<file path="src/rtl/ballot_console.sv">
// Voter-side front end: 4-digit keypad entry, password check, one-shot ballot arming.
// Optional BALLOT_LOCKOUT_EN: three consecutive rejects lock the console until rst.
module ballot_console #(
    parameter int TIMEOUT = 255
) (
    input  logic        clk,
    input  logic        rst,
    input  logic        key_valid,
    input  logic [3:0]  key_digit,
    input  logic [15:0] valid_pw,
    input  logic [3:0]  btn,
    output logic [3:0]  vote_pulse,
    output logic        match,
    output logic        reject,
    output logic        timeout,
    output logic        busy,
    output logic [7:0]  voters
);

`ifdef BALLOT_LOCKOUT_EN
    typedef enum logic [2:0] {
        IDLE    = 3'd0,
        COLLECT = 3'd1,
        CHECK   = 3'd2,
        ARMED   = 3'd3,
        LOCK    = 3'd4,
        REJECT  = 3'd5,
        LOCKOUT = 3'd6
    } state_t;
`else
    typedef enum logic [2:0] {
        IDLE    = 3'd0,
        COLLECT = 3'd1,
        CHECK   = 3'd2,
        ARMED   = 3'd3,
        LOCK    = 3'd4,
        REJECT  = 3'd5
    } state_t;
`endif

    // Counter value seen in the last cycle before the abandon edge.
    localparam logic [15:0] TO_LAST = 16'(TIMEOUT - 1);

    // A vote needs exactly one rising button with every other button low.
    function automatic logic single_rise(input logic [3:0] r, input logic [3:0] b);
        return (b == r) && (r != 4'b0000) && ((r & (r - 4'b0001)) == 4'b0000);
    endfunction

    state_t      state_r, state_s;
    logic [15:0] entry_r, entry_s;
    logic        bad_r, bad_s;
    logic [1:0]  idx_r, idx_s;
    logic [15:0] cnt_r, cnt_s;
    logic [3:0]  btn_q_r;
    logic [3:0]  rise_s;
    logic [3:0]  vote_s;
    logic [7:0]  voters_s;
    logic        timeout_s;
    logic        accept_s;
    logic        bad_digit_s;
    logic [3:0]  vote_pulse_r;
    logic        match_r, reject_r, timeout_r, busy_r;
    logic [7:0]  voters_r;
`ifdef BALLOT_LOCKOUT_EN
    logic [1:0]  rej_cnt_r, rej_cnt_s;
`endif

    assign rise_s      = btn & ~btn_q_r;
    assign bad_digit_s = (key_digit > 4'd9);

    // Next-state, datapath and pulse decode for the session FSM.
    always_comb begin
        state_s   = state_r;
        entry_s   = entry_r;
        bad_s     = bad_r;
        idx_s     = idx_r;
        vote_s    = 4'b0000;
        voters_s  = voters_r;
        timeout_s = 1'b0;
        accept_s  = 1'b0;
`ifdef BALLOT_LOCKOUT_EN
        rej_cnt_s = rej_cnt_r;
`endif
        case (state_r)
            IDLE: begin
                if (key_valid) begin
                    entry_s  = {key_digit, 12'h000};
                    bad_s    = bad_digit_s;
                    idx_s    = 2'd1;
                    accept_s = 1'b1;
                    state_s  = COLLECT;
                end else begin
                    state_s = IDLE;
                end
            end
            COLLECT: begin
                if (key_valid) begin
                    accept_s = 1'b1;
                    bad_s    = bad_r | bad_digit_s;
                    case (idx_r)
                        2'd1:    entry_s[11:8] = key_digit;
                        2'd2:    entry_s[7:4]  = key_digit;
                        2'd3:    entry_s[3:0]  = key_digit;
                        default: entry_s       = entry_r;
                    endcase
                    if (idx_r == 2'd3) begin
                        idx_s   = 2'd0;
                        state_s = CHECK;
                    end else begin
                        idx_s = idx_r + 2'd1;
                    end
                end else if (cnt_r == TO_LAST) begin
                    timeout_s = 1'b1;
                    entry_s   = 16'h0000;
                    bad_s     = 1'b0;
                    idx_s     = 2'd0;
                    state_s   = IDLE;
                end else begin
                    state_s = COLLECT;
                end
            end
            CHECK: begin
                if ((entry_r == valid_pw) && !bad_r) begin
                    state_s = ARMED;
`ifdef BALLOT_LOCKOUT_EN
                    rej_cnt_s = 2'd0;
`endif
                end else begin
                    state_s = REJECT;
                end
            end
            REJECT: begin
                entry_s = 16'h0000;
                bad_s   = 1'b0;
                idx_s   = 2'd0;
`ifdef BALLOT_LOCKOUT_EN
                if (rej_cnt_r == 2'd2) begin
                    state_s = LOCKOUT;
                end else begin
                    rej_cnt_s = rej_cnt_r + 2'd1;
                    state_s   = IDLE;
                end
`else
                state_s = IDLE;
`endif
            end
            ARMED: begin
                // A vote on the abandon edge still counts: the voter acted in time.
                if (single_rise(rise_s, btn)) begin
                    vote_s   = rise_s;
                    voters_s = (voters_r == 8'hFF) ? 8'hFF : (voters_r + 8'd1);
                    entry_s  = 16'h0000;
                    state_s  = LOCK;
                end else if (cnt_r == TO_LAST) begin
                    timeout_s = 1'b1;
                    entry_s   = 16'h0000;
                    bad_s     = 1'b0;
                    state_s   = IDLE;
                end else begin
                    state_s = ARMED;
                end
            end
            LOCK: begin
                if (btn == 4'b0000) begin
                    state_s = IDLE;
                end else begin
                    state_s = LOCK;
                end
            end
`ifdef BALLOT_LOCKOUT_EN
            LOCKOUT: begin
                state_s = LOCKOUT;
            end
`endif
            default: begin
                entry_s = 16'h0000;
                bad_s   = 1'b0;
                idx_s   = 2'd0;
                state_s = IDLE;
            end
        endcase

        if ((state_s != state_r) || accept_s) begin
            cnt_s = 16'd0;
        end else begin
            cnt_s = cnt_r + 16'd1;
        end
    end

    // State, datapath and registered outputs; outputs decode from the next state.
    always_ff @(posedge clk or posedge rst) begin
        if (rst) begin
            state_r      <= IDLE;
            entry_r      <= 16'h0000;
            bad_r        <= 1'b0;
            idx_r        <= 2'd0;
            cnt_r        <= 16'd0;
            btn_q_r      <= 4'b0000;
            vote_pulse_r <= 4'b0000;
            match_r      <= 1'b0;
            reject_r     <= 1'b0;
            timeout_r    <= 1'b0;
            busy_r       <= 1'b0;
            voters_r     <= 8'd0;
`ifdef BALLOT_LOCKOUT_EN
            rej_cnt_r    <= 2'd0;
`endif
        end else begin
            state_r      <= state_s;
            entry_r      <= entry_s;
            bad_r        <= bad_s;
            idx_r        <= idx_s;
            cnt_r        <= cnt_s;
            btn_q_r      <= btn;
            vote_pulse_r <= vote_s;
            match_r      <= (state_s == ARMED);
            reject_r     <= (state_s == REJECT);
            timeout_r    <= timeout_s;
            busy_r       <= (state_s != IDLE);
            voters_r     <= voters_s;
`ifdef BALLOT_LOCKOUT_EN
            rej_cnt_r    <= rej_cnt_s;
`endif
        end
    end

    assign vote_pulse = vote_pulse_r;
    assign match      = match_r;
    assign reject     = reject_r;
    assign timeout    = timeout_r;
    assign busy       = busy_r;
    assign voters     = voters_r;

endmodule

</file>
<file path="config.mk">
export PLATFORM = sky130hd
export DESIGN_NAME = ballot_console
export DESIGN_NICKNAME = d
export VERILOG_FILES = /design/src/rtl/ballot_console.sv
export SDC_FILE = /design/constraint.sdc
export NUM_CORES = 1
export LEC_CHECK = 0
export CORE_UTILIZATION = 40
export CTS_BUF_LIST = sky130_fd_sc_hd__clkbuf_8
export DETAILED_ROUTE_END_ITERATION = 6
export GPL_TIMING_DRIVEN = 0
export HOLD_SLACK_MARGIN = 0.1
export PLACE_DENSITY = 0.66
export SLEW_MARGIN = 20
export SYNTH_ARGS = -nofsm -noshare
export SYNTH_HDL_FRONTEND = slang
export SYNTH_SLANG_ARGS = --single-unit
</file>
<file path="constraint.sdc">
create_clock -name clk -period 2.5 [get_ports clk]
set_input_delay 0.5 -clock clk [delete_from_list [all_inputs] [get_ports clk]]
set_output_delay 0.5 -clock clk [all_outputs]
set_load 0.01 [all_outputs]
</file>
# [Yosys cells after proc, flatten, opt, wreduce, memory -nomap -nowiden]
# Index checks and enable logic that the tools add are counted.
[totals] register_bits=58 latchBits=0 ramBits=0 romBits=0 in_bits=27 output_inout_bits=16 word_cells=104 n_memories=0
[op_classes] n_addsub=4 multipliers=0 div=0 magnitude_cmp=1 n_eq_ne=21 n_shift=0 muxes=37 n_bitwise=6 reduce_logical=20
[ops] op="$mux 16" n=5
[ops] op="$pmux 16 s4" n=1
[ops] op="$mux 4" n=5
[ops] op="$reduce_and 3->1" n=6
[ops] op="$add 16x1->16 const B" n=1
[ops] op="$eq 16x16->1" n=1
[ops] op="$eq 16x8->1 const B" n=1
[ops] op="$mux 3" n=5
[ops] op="$pmux 3 s5" n=1
[ops] op="$mux 1" n=11
[ops] op="$mux 2" n=5
[ops] op="$eq 3x2->1 const B" n=3
[ops] op="$add 8x1->8 const B" n=1
[ops] op="$and 4x4->4" n=2
[ops] op="$eq 8x8->1 const B" n=1
[ops] op="$logic_not 4->1" n=2
[ops] op="$mux 8" n=1
[ops] op="$eq 3x3->1 const B" n=2
[ops] op="$ne 2x2->1 const B" n=3
[ops] op="$ne 3x2->1 const B" n=2
[ops] op="$ne 3x3->1 const B" n=2
[ops] op="$pmux 2 s3" n=1
[ops] op="$eq 2x2->1 const B" n=2
[ops] op="$eq 4x4->1" n=1
[ops] op="20 further kinds" n=24

# [Longest topological paths before layout]
# Gate-level depths: netlist of run 1.
[depth] ltp_word=11 mapped_depth=9 ltp_nobuf=8

# [Worst setup path after synthesis of run 1]
# OpenSTA, ideal clock, no wires.
[synth_timing] kind="input to register" from="input btn[1]" to="register voters_r[6] (netlist: voters[6])" setup_ps=125 arrival_ps=1948 required_time_ps=2375 slack_ps=427 stages=6 n_path_buf=1 path_cell_list="a21oi_1 -> o22ai_1 -> or4_1 -> buf_2 -> nor3_1 -> mux2_2"
[synth_between] elab_chain_len=6 word_cells_on_any_way=9 cone_classes="add/sub (1); eq/ne (1); bitwise (2); reduce/logical (5)"
[synth_lines] element="start, declared" line_no="11" text="input logic [3:0] btn,"
[synth_lines] element="$and 4x4->4" line_no="68" text="assign rise_s = btn & ~btn_q_r;"
[synth_lines] element="$sub 4x1->4" line_no="46" text="return (b == r) && (r != 4'b0000) && ((r & (r - 4'b0001)) == 4'b0000);"
[synth_lines] element="$and 4x4->4" line_no="46"
[synth_lines] element="$logic_not 4->1" line_no="46"
[synth_lines] element="$logic_and 1x1->1 (*)" line_no="46"
[synth_lines] element="$reduce_and 2->1 (no source line) (*)"
[synth_lines] element="end signal, assigned" line_no="220" text="voters_r <= voters_s;"
[synth_lines] element="end, declared" line_no="63" text="logic [7:0] voters_r;"
# Every way passes the cells marked *; elsewhere a longest branch is shown, timed or not.
# A chain may end at the register's enable or synchronous reset.

# [Worst setup path in the final report of run 1]
[layout_timing] from="input btn[3]" to="register busy_r (netlist: busy)"
[layout_between] elab_chain_len=8 word_cells_on_any_way=13 cone_classes="add/sub (1); eq/ne (1); mux (3); bitwise (2); reduce/logical (6)"
[layout_lines] element="$and 4x4->4" line_no="68"
[layout_lines] element="$sub 4x1->4" line_no="46"
[layout_lines] element="$and 4x4->4" line_no="46"
[layout_lines] element="$logic_not 4->1" line_no="46"
[layout_lines] element="$logic_and 1x1->1 (*)" line_no="46"
[layout_lines] element="$mux 3 (*)" line_no="149" text="if (single_rise(rise_s, btn)) begin"
[layout_lines] element="$pmux 3 s5 (*)" line_no="84" text="case (state_r)"
[layout_lines] element="net state_s[1]" line_no="49" text="state_t state_r, state_s;"
[layout_lines] element="$reduce_bool 3->1 (*)" line_no="219" text="busy_r <= (state_s != IDLE);"
[layout_lines] element="end signal, assigned" line_no="219"
[layout_lines] element="end, declared" line_no="62" text="logic match_r, reject_r, timeout_r, busy_r;"
# Mark *: on every way through the listed nets, which the timed path passes. The rest lies on a longest branch.

==> reports/results.ini, run 1 <==
[final_layout]
fin_area_um2 = 3760
insertedDiodeCount = 0
fin_util_pct = 51.6
fin_nets = 407
area_delta_synth_final_pct = 24.3
layout-drive-gt1-share_pct = 7.65

[placed_design]
place_area_um2 = 3570
port_buffers = 42
post-place-ws_ns = -0.258
hpwl_mm = 4.71
gp_congestion = 0.859

[critical_path]
crit_required_ns = 2.71
crit_path_cell_trace = clkdlybuf4s50_1 -> a21oi_1 -> o22ai_1 -> o311ai_4 -> nor2_2 -> or3_4 -> or3_1
startpoint = btn[3]
r2r_cells = 8
path_class = input port to flop
cpPeakStageDelay_ns = 0.48
r2r_end = busy
slowest_stage = clkdlybuf4s50_1
cp.arrival_ns = 2.61
crit_fanout = 6
timing.critical_path.max_delay_family = simple AND/OR/NAND/NOR gates
r2r_start = cnt_r[0]
worstSetupEndpointType = flop
r2r_slack_ns = 0.21
timing.critical_path.buf_inv = 1
start_kind = input port

[route]
viasPerCell = 5.27
drt_wl_total_mm = 6.56
wl_met1_mm = 3.21
vias = 2518
final_antenna_net_count = 0
drc = 0
wl_per_cell_um = 13.7
dr.pass1.iters = 4
dr_wl_met2_mm = 2.87
drtIter0Drc = 179
topRoutingLayerUsed = met4
wl_met3_um = 390

[cts]
ctsHoldBuffers = 0
cts.clk_slew.worst_paths_ns = 0.06
worstSkewPairLatency_ns = 0.34
cts_sinks = 58
cts_inserted_buffers = 9
clockBufferDepth = 2
cts-htree-levels = 3
cts_tree = built
cts-root-buf = clkbuf_8

[sta]
hold_viol_final = 0
timing.final.ws_setup_ns = 0.0983
worstMarginPinSlew_ns = 0.689
period_minus_slack_ns = 2.40
min_period_over_period_pct = 96.1
setup_tns_ns = 0
clock_skew_ns = 0.00937
slew_headroom_pct = 54.1
setup_viol = 0
slew_violations = 0
grt_setup_unrepaired = no
fmax_ghz = 0.416

[yosys]
synthFlopType = dfrtp_1
synth-seq-area-share_pct = 48.0
ys_warn_count = 0
netlist_instances = 321
avgSynthCellArea_um2 = 9.43
synth.distinct_cells = 49
synth_edf_count = 0
async_flop_share_pct = 100
mappedNetlistArea_um2 = 3030
ys_ff_latch = 58
syn_nets = 354

[grt]
antenna_found_initial = 0
grt_pass1_wl_mm = 10.9
grt_overflow = 0
grt_pass1_vias = 2314
grt_max_degree = 59
grt_usage_pct = 18.3

[flow_run]
cap_violations = 0

[floorplan]
die_x_um = 89.0
coreArea_um2 = 7290
num_rows = 31
die_y_um = 89.0
die_area_um2 = 7920
ios = 43
start_util_pct = 41.5

[worst_hold_path]
hold_start = entry_r[4]
hold_class = flop to flop
hold_end = entry_r[4]
hold_depth = 2

[power]
p_per_area_nw_per_um2 = 959
peakVddDrop_uv = 448
pwr-share-seq_pct = 37.6
p_int_uw = 2210
pwr-share-comb_pct = 39.8
switching_share_pct = 38.7
clock_power_share_pct = 22.5
net-switching-power_uw = 1400
power_leakage_uw = 0.00159

[status]
outcome = finished clean

[worst min-delay path, stage by stage, from the launching register on]
cell,delay (ns)
dfrtp_1,0.36
a31oi_1,0.05
nor2_1,0.07
[registers in the layout, summed over array words and instances (netlist names)]
| signal | flops |
|---|---|
| vote_pulse | 4 |
| entry_r | 16 |
| busy | 1 |
| reject | 1 |
| cnt_r | 16 |
| bad_r | 1 |
| state_r | 3 |
| timeout | 1 |
| idx_r | 2 |
| voters | 8 |
| match | 1 |
| btn_q_r | 4 |
[worst max-delay path by stage]
stage / endpoint / depth (start not counted) / slack, ns
detailed placement: cnt_r[9] / 8 / -0.26
floorplan: voters[6] / 6 / 0.43
global placement: entry_r[0] / 2 / -0.48
global route: cnt_r[9] / 9 / 0.003
finish: busy / 7 / 0.1
CTS: cnt_r[9] / 8 / 0.09
[power by group through the flow]
stage / combinational, uW / sequential [uW] / clock (uW)
final: 1440 / 1360 / 813
after global routing: 1620 / 1390 / 887
after CTS: 1440 / 1360 / 836
after detailed placement: 1430 / 1370 / 0
after global placement: 1390 / 1370 / 0
after floorplan: 1050 / 1340 / 0
[logic make-up after synthesis]
logic type	Yosys count	share of synthesized area, %
flops	58	48.0
buf+inv	21	2.89
compound gates	80	16.7
mux	1	0.372
simple gates	125	20.9
fa+ha+maj	6	2.48
xor+xnor	30	8.68
[synthesized netlist by cell type (all sizes together) (2+ instances only)]
master  number  area [um^2]
a21oi       27          135
a22o         4         35.0
a31oi       13         81.3
and2         2         12.5
and3         3         18.8
and4         4         37.5
buf          4         23.8
clkbuf       6         22.5
dfrtp       58         1450
ha           6         75.1
inv         11         41.3
nand2       19         71.3
nand2b       6         37.5
nand3       10         50.1
nand4        8         50.1
nor2        48          183
nor2b        4         25.0
nor3         7         35.0
nor4         2         12.5
o211ai       2         15.0
o21a         4         30.0
o21ai       16         80.1
o22ai        3         18.8
o31ai        3         22.5
or2          3         18.8
or3          2         17.5
or4          3         22.5
xnor2       11         96.3
xor2        19          166
[cell type report]
type,count,area (um^2)
Sequential cell,58,1450
Multi-Input combinational cell,242,1490
Inverter,11,43.8
Tap cell,99,124
Timing Repair Buffer,42,420
Buffer,10,47.5
Clock inverter,7,62.6
Fill cell,698,3530
Clock buffer,9,124
[through the flow]
| stage | cells | power, uW | hold WS [ns] |
|---|---|---|---|
| after floorplan | 321 | 2390 | 0.482 |
| after global placement | 462 | 2760 | 0.504 |
| after detailed placement | 462 | 2800 | 0.512 |
| after CTS | 478 | 3630 | 0.527 |
| after global routing | 478 | 3900 | 0.559 |
| final | 478 | 3610 | 0.517 |
[layout by cell type (no fill, tap or decap), types with 5 or more instances in the layout]
cell type / synthesis / final
dfrtp_1: 58 / 58
nand3_1: 10 / 10
o21ai_0: 13 / 12
ha_1: 6 / 6
a21oi_1: 27 / 27
clkbuf_1: 6 / 5
xor2_1: 19 / 19
a31oi_1: 13 / 13
nand2_1: 19 / 19
nand4_1: 8 / 8
nor3_1: 7 / 7
clkbuf_8: 0 / 9
inv_1: 11 / 12
xnor2_1: 11 / 11
clkdlybuf4s50_1: 0 / 42
nor2_1: 47 / 47
nand2b_1: 6 / 6
[per-layer routing]
layer  GRT usage (%)  vias to the layer above
met1            24.2                     1195
met2            28.7                       70
li1                -                     1245
met4            6.49                        0
met3            5.54                        8
met5               0                        -
[repair_timing]
action,4_1_cts,5_1_grt
gates resized for setup,0,3
endpoints found under the setup margin,0,21
buffers inserted,0,0
Power figures use the tool's default switching activity.
==> run 2, diff against run 1 <==
SLEW_MARGIN = not set   (was 20)
==> run 2 against run 1 <==
- sequential power barely moved
- sequential share of layout area down 0.31 points
- cell count unchanged
- critical path type unchanged
- highest routed layer unchanged
==> reports/results.ini, run 2 (synthesis results as in run 1) <==
[status]
outcome = finished clean

[placed_design]
place_area_um2 = 3590  ; +0.49%
post-place-ws_ns = -0.285  ; -0.0262 ns
place_inst = 463  ; +0.22%
hpwl_mm = 4.81  ; +2.1%
port_buffers = 42  ; unchanged
gp_congestion = 0.859  ; unchanged

[sta]
min_period_over_period_pct = 94.8  ; -1.3 points
grt_setup_unrepaired = no
whs_ns = 0.516  ; -0.00134 ns
period_minus_slack_ns = 2.37  ; -0.0318 ns
slew_headroom_pct = 58.1  ; +4.0 points
slew_violations = 0  ; unchanged
timing.final.ws_setup_ns = 0.130  ; +0.0318 ns
clock_skew_ns = 0.0104  ; +0.000990 ns
fmax_ghz = 0.422  ; +1.3%
worstMarginPinSlew_ns = 0.628  ; -0.0614 ns
hold_viol_final = 0  ; unchanged
setup_viol = 0  ; unchanged

[grt]
grt_pass1_wl_mm = 11.0  ; +0.89%
grt_max_degree = 32  ; -46%
antenna_found_initial = 0  ; unchanged
grt_overflow = 0  ; unchanged
grt_usage_pct = 18.5  ; +0.19 points
grt_pass1_vias = 2342  ; +1.2%

[route]
drt_wl_total_mm = 6.66  ; +1.6%
wl_per_cell_um = 13.9  ; +1.6%
vias = 2483  ; -1.4%
drtIter0Drc = 135  ; -25%
viasPerCell = 5.19  ; -1.4%
final_antenna_net_count = 0  ; unchanged
drc = 0  ; unchanged
dr.pass1.iters = 4  ; unchanged

[final_layout]
fin_area_um2 = 3790  ; +0.80%
stdcell_count = 478  ; unchanged
insertedDiodeCount = 0  ; unchanged
final_cell_mix = dfrtp_1 (58), nor2_1 (47), clkdlybuf4s50_1 (42), a21oi_1 (27)
layout_commonest_cell = dfrtp_1
layout-drive-gt1-share_pct = 8.18  ; +0.53 points
fin_nets = 407  ; unchanged
fin_util_pct = 52.0  ; +0.41 points
nFillCells = 697  ; -0.14%
area_delta_synth_final_pct = 25.3

[critical_path]
crit_required_ns = 2.72  ; about the same
timing.critical_path.buf_inv = 1  ; unchanged
worstSetupEndpointType = flop
cp.arrival_ns = 2.59  ; -0.02 ns
cpPeakStageDelay_ns = 0.47  ; about the same
crit_path_cell_trace = clkdlybuf4s50_1 -> a21oi_1 -> o22ai_1 -> o311ai_4 -> nor2_2 -> or3_4 -> or3_1
path_class = input port to flop
slowest_stage = clkdlybuf4s50_1
start_kind = input port
timing.critical_path.max_delay_family = simple AND/OR/NAND/NOR gates
crit_fanout = 6  ; unchanged

[power]
p_per_area_nw_per_um2 = 972  ; +1.3%
switching_share_pct = 38.5  ; -0.29 points
power_leakage_uw = 0.00160  ; +0.80%
peakVddDrop_uv = 461  ; +2.9%
p_int_uw = 2270  ; +2.6%
pwr-share-comb_pct = 39.2  ; -0.6 points
clock_power_share_pct = 23.9  ; +1.4 points
net-switching-power_uw = 1420  ; +1.4%
pwr-share-seq_pct = 36.9  ; -0.7 points

[cts]
cts_inserted_buffers = 9  ; unchanged
cts_tree = built
cts-htree-levels = 3  ; unchanged
cts-root-buf = clkbuf_8
clockBufferDepth = 2  ; unchanged
cts_setup_buffers = 0  ; unchanged
cts.clk_slew.worst_paths_ns = 0.06  ; about the same
cts_sinks = 58  ; unchanged
worstSkewPairLatency_ns = 0.35  ; about the same

[floorplan]
start_util_pct = 41.5  ; unchanged
die_area_um2 = 7920  ; unchanged
ios = 43  ; unchanged
num_rows = 31  ; unchanged
die_x_um = 89.0  ; unchanged
die_y_um = 89.0  ; unchanged
coreArea_um2 = 7290  ; unchanged

[flow_run]
cap_violations = 0  ; unchanged

[worst_hold_path]
hold_class = flop to flop

-- run 2: what timing repair did --
action | in CTS | in global routing
hold buffers | 0 | 0
setup endpoints to repair | 0 | 18
gates resized for setup | 0 | 1
-- run 2: final timing paths --
| kind | start | to | slack (ns) | cells after the start |
|---|---|---|---|---|
| setup reg to reg | cnt_r[0] | busy | 0.23 | 8 |
| setup / recovery | btn[3] | busy | 0.13 | 7 |
| max in group asynchronous | rst | entry_r[9] | 1.36 | 3 |
| min in group asynchronous | rst | cnt_r[3] | 0.56 | 2 |
| hold reg to reg | entry_r[4] | entry_r[4] | 0.52 | 2 |
| hold / removal | entry_r[4] | entry_r[4] | 0.52 | 2 |
-- run 2: routing by layer --
| metal | part of all wire, % | vias to the layer above | track usage (%) |
|---|---|---|---|
| met3 | 4.4 | 12 | 4.43 |
| met2 | 44 | 54 | 27.3 |
| met1 | 50 | 1169 | 25.4 |
| met5 | 0 | - | 0 |
| li1 | - | 1248 | - |
| met4 | 1.8 | 0 | 9.38 |
-- run 2: area by class of cell --
type | instances | area, um^2 | share of cell area [%]
Tap cell | 99 | 124 | 3.27
Timing Repair Buffer | 43 | 440 | 11.6
Buffer | 9 | 42.5 | 1.12
Clock buffer | 11 | 151 | 3.99
Multi-Input combinational cell | 242 | 1490 | 39.2
Sequential cell | 58 | 1450 | 38.3
Clock inverter | 5 | 52.6 | 1.39
Inverter | 11 | 41.3 | 1.09
-- run 2: stage by stage --
stage               TNS (ns)  power [uW]
floorplan                  0        2390
global placement      -30.89        2760
detailed placement     -4.42        2810
CTS                        0        3710
global route               0        3970
finish                     0        3680
-- run 2: tightest hold or removal path: stages (launching register included) --
cell and delay [ns]:
dfrtp_1 0.36, a31oi_1 0.05, nor2_1 0.07
-- run 2: power by group through the flow --
stage          registers, uW  clock network (uW)  logic [uW]
2_1_floorplan           1340                   0        1050
3_3_place_gp            1370                   0        1390
3_5_place_dp            1370                   0        1440
4_1_cts                 1360                 906        1450
5_1_grt                 1390                 948        1630
6_report                1360                 880        1450
